==> src/rtl/exposure_timer.sv <==
// Sensor-side exposure timer: gates Expose for exactly T ticks of Counter_Clk after a Start request.
// Optional input clamping of the requested time is enabled by defining EXPOSURE_CLAMP_EN.
module exposure_timer #(
   parameter int WIDTH   = 5,
   parameter int EXP_MIN = 2,
   parameter int EXP_MAX = 30
) (
   input  logic             Clk,
   input  logic             Reset_n,
   input  logic             Counter_Clk,
   input  logic             Counter_Reset,
   input  logic [WIDTH-1:0] Exp_Time,
   input  logic             Start,
   output logic             Expose,
   output logic             Busy,
   output logic             Done,
   output logic             Aborted,
   output logic [WIDTH-1:0] Count
);

   localparam logic [1:0] S_IDLE   = 2'd0;
   localparam logic [1:0] S_ARMED  = 2'd1;
   localparam logic [1:0] S_EXPOSE = 2'd2;
   localparam logic [1:0] S_DONE   = 2'd3;

`ifdef EXPOSURE_CLAMP_EN
   localparam bit CLAMP_EN = 1'b1;
`else
   localparam bit CLAMP_EN = 1'b0;
`endif

   localparam logic [WIDTH-1:0] MIN_T = WIDTH'(EXP_MIN);
   localparam logic [WIDTH-1:0] MAX_T = WIDTH'(EXP_MAX);

   logic [1:0]       state_q, state_d;
   logic [WIDTH-1:0] t_q, t_d;
   logic [WIDTH-1:0] count_q, count_d;
   logic             aborted_q, aborted_d;
   logic [WIDTH-1:0] t_clamped;
   logic [WIDTH-1:0] t_sel;

   always_comb begin
      t_clamped = Exp_Time;
      if (t_clamped > MAX_T) t_clamped = MAX_T;
      if (t_clamped < MIN_T) t_clamped = MIN_T;
   end

   assign t_sel = CLAMP_EN ? t_clamped : Exp_Time;

   always_comb begin
      state_d   = state_q;
      t_d       = t_q;
      count_d   = count_q;
      aborted_d = 1'b0;
      case (state_q)
         S_IDLE: begin
            if (Start && !Counter_Reset) begin
               t_d     = t_sel;
               count_d = '0;
               state_d = S_ARMED;
            end
         end
         S_ARMED: begin
            if (Counter_Reset) begin
               count_d   = '0;
               aborted_d = 1'b1;
               state_d   = S_IDLE;
            end else if (Counter_Clk) begin
               // Exposure starts on a tick edge so every tick counted is a full one.
               count_d = '0;
               state_d = (t_q == '0) ? S_DONE : S_EXPOSE;
            end
         end
         S_EXPOSE: begin
            // An abort wins over a coincident final tick.
            if (Counter_Reset) begin
               count_d   = '0;
               aborted_d = 1'b1;
               state_d   = S_IDLE;
            end else if (Counter_Clk) begin
               count_d = count_q + WIDTH'(1);
               if (count_q == t_q - WIDTH'(1)) state_d = S_DONE;
            end
         end
         S_DONE: begin
            if (Counter_Reset) count_d = '0;
            state_d = S_IDLE;
         end
         default: state_d = S_IDLE;
      endcase
   end

   always_ff @(posedge Clk or negedge Reset_n) begin
      if (!Reset_n) begin
         state_q   <= S_IDLE;
         t_q       <= '0;
         count_q   <= '0;
         aborted_q <= 1'b0;
      end else begin
         state_q   <= state_d;
         t_q       <= t_d;
         count_q   <= count_d;
         aborted_q <= aborted_d;
      end
   end

   assign Expose  = (state_q == S_EXPOSE);
   assign Busy    = (state_q != S_IDLE);
   assign Done    = (state_q == S_DONE);
   assign Aborted = aborted_q;
   assign Count   = count_q;

endmodule

==> config.mk <==
export PLATFORM = sky130hd
export DESIGN_NAME = exposure_timer
export DESIGN_NICKNAME = d
export VERILOG_FILES = /design/src/rtl/exposure_timer.sv
export SDC_FILE = /design/constraint.sdc
export NUM_CORES = 1
export LEC_CHECK = 0
export BUFFER_PORTS_ARGS = -buffer_cell sky130_fd_sc_hd__buf_2
export CORE_UTILIZATION = 47
export DETAILED_ROUTE_END_ITERATION = 6
export GPL_TIMING_DRIVEN = 0
export PLACE_DENSITY = 0.7
export SETUP_SLACK_MARGIN = 0.05
export SYNTH_ARGS = -nofsm -noshare
export SYNTH_HDL_FRONTEND = slang
export SYNTH_SLANG_ARGS = --single-unit
==> constraint.sdc <==
create_clock -name Clk -period 3.3 [get_ports Clk]
set_input_delay 0.825 -clock Clk [delete_from_list [all_inputs] [get_ports Clk]]
set_output_delay 0.825 -clock Clk [all_outputs]
set_load 0.02 [all_outputs]
==> impl_metrics.tcl <==
set metrics [dict create \
    grt_pass1_wl_um 2704 \
    ys_seq_area_share_pct 36.98 \
    final_nets 128 \
    vdd.ir_drop.worst_uv 438.1 \
    hold_class "input pin to async pin" \
    p_per_area_mw_per_mm2 724.7 \
    grt-ovfl-total 0 \
    fin_util_pct 58.85 \
    p_leak_nw 0.4909 \
    clkLatencyLatePin_ps 280 \
    syn_avg_cell_area_um2 9.883 \
    syn_inst 89 \
    finClkSkew_ps 7.668 \
    slew_headroom_pct 73.87 \
    crit_type "flop to output pin" \
    drc_errors 0 \
    diodes 0 \
    dieWidth_um 45.26 \
    ys_seq_elements 13 \
    antenna_found_initial 0 \
    clkSlewWorstSetupHoldPaths_ps 80 \
    grt_max_degree 14 \
    dp_hpwl_um 1299 \
    cp.required_ps 2470 \
    synth.distinct_cells 35 \
    ios 19 \
    hold_ws_ps 415.4 \
    start_util_pct 50.39 \
    grt_usage_pct 18.94 \
    cts_sinks 13 \
    post_drt_via_cell_ratio 5.154 \
    area_delta_synth_final_pct 16.79 \
    drv_slew 0 \
    dp_slack_ps 1369 \
    regToRegSetupSlack_ps 1640 \
    hold_violations 0 \
    endpoint_kind "output pin" \
    cts_buffers 3 \
    vias 701 \
    drv_cap 0 \
    coreArea_mm2 0.001745 \
    cp-start-kind "flop" \
    setup_viol 0 \
    cts_tree "yes" \
    drt_iter0_drc 4 \
    portBuffers 18 \
    total_power_mw 0.7445 \
    cts_setup_buffers 0 \
    dpl_cell_area_mm2 0.001001 \
    tns_ps 0 \
    rows 15 \
    outcome "finished clean" \
    tightest_slew_ps 391.9 \
    grt_pass1_vias 619 \
    rsz0062_at_grt "no" \
    ys_warn_count 0 \
    die_h_um 45.26 \
    cts_resized 0 \
    dr.pass1.iters 3 \
    routabilityCongestion 0.8413 \
    clock.fmax_mhz 468.9 \
    min_period_ps 2133 \
    crit_fanout 4 \
    finalCritPeriodShare_pct 64.63 \
    synth_area_um2 879.6 \
    arrival_ps 1310 \
    cts_hold_buf 0 \
    wl_per_cell_um 11.76 \
    h-tree-depth 1 \
    final_cell_area_mm2 0.001027 \
    dieArea_mm2 0.002048 \
    clockBufferDepth 2 \
    drive_gt1_share_pct 27.93 \
    ant_nets 0 \
    place_inst 132 \
    layout.cells.non_filler 136 \
    synth_nets 105 \
    clk_root_buffer_cell "clkbuf_4" \
    setup_slack_ps 1167 \
    wl_um 1599 \
]
==> layout make-up <==
class                           count  area, um^2
Clock buffer                        4       26.28
Tap cell                           25       31.28
Timing Repair Buffer               18       90.09
Inverter                            7       26.28
Fill cell                         156       718.2
Multi-Input combinational cell     69       528.0
Sequential cell                    13       325.3
==> logic make-up after synthesis <==
family | Yosys count | synth area share, %
mux | 6 | 7.539
flops | 13 | 36.98
fa+ha+maj | 6 | 8.535
buf+inv | 7 | 2.987
simple gates | 32 | 22.19
xor+xnor | 6 | 5.974
compound gates | 19 | 15.79
==> cell usage after synthesis, drive strengths merged <==
master	count	area share, %
or2b	1	0.85
o21bai	1	2.1
xnor2	2	2.0
nor4b	1	1.7
nor3	2	1.7
dfrtp	13	37
o22ai	1	1.4
inv	7	3.0
mux2i	1	1.1
nor4	1	0.71
o221ai	1	1.7
nand3	5	3.4
nor2b	1	1.0
or3	1	0.71
nor2	4	1.7
o31ai	1	1.4
xor2	4	4.0
a211o	1	1.0
a21oi	4	2.3
nor3b	1	0.85
o21ai	9	5.1
and2	2	1.4
nand3b	1	0.85
mux2	5	6.4
nand2b	3	3.0
a31oi	1	0.71
nand2	8	3.4
and2b	1	0.85
ha	6	8.5
==> cell usage in the layout (no fill, tap or decap), types with 2 or more instances in the layout <==
cell type	count
a21oi_1	4
buf_2	18
clkbuf_4	3
dfrtp_1	13
ha_1	6
inv_1	6
mux2_1	5
nand2_1	8
nand2b_1	2
nand3_1	4
nor2_1	4
o21ai_0	5
o21ai_1	4
xnor2_1	2
xor2_1	4
==> routing by layer <==
layer	up-vias	GRT usage, %	wire [um]
met4	0	13.33	42
met1	323	24.62	778
met3	5	3.600	52
met2	15	28.12	725
met5	-	0	0
li1	358	-	-
==> report_power, final <==
part / internal (mW) / switching, mW / leakage (nW)
combinational: 0.171 / 0.212 / 0.309
clock: 0.0469 / 0.0527 / 0.0150
sequential: 0.208 / 0.0539 / 0.167
total: 0.426 / 0.318 / 0.491
==> registers in the layout, summed over array words and instances (netlist names) <==
register	cells
t_q	5
Count	5
Aborted	1
state_q	2
==> critical path, stage by stage (launching register included) <==
cell and delay, ps:
dfrtp_1 430, inv_1 120, ha_1 240, inv_2 80, buf_2 160
==> worst paths after layout <==
path / from / to / cells after the start
setup / recovery: state_q[1] / Busy / 4
hold / removal: Reset_n / t_q[0] / 1
setup reg to reg: state_q[0] / Count[4] / 7
hold reg to reg: t_q[1] / t_q[1] / 1
max in group asynchronous: Reset_n / t_q[3] / 1
min in group Clk: t_q[1] / t_q[1] / 1
Power figures use the tool's default switching activity.
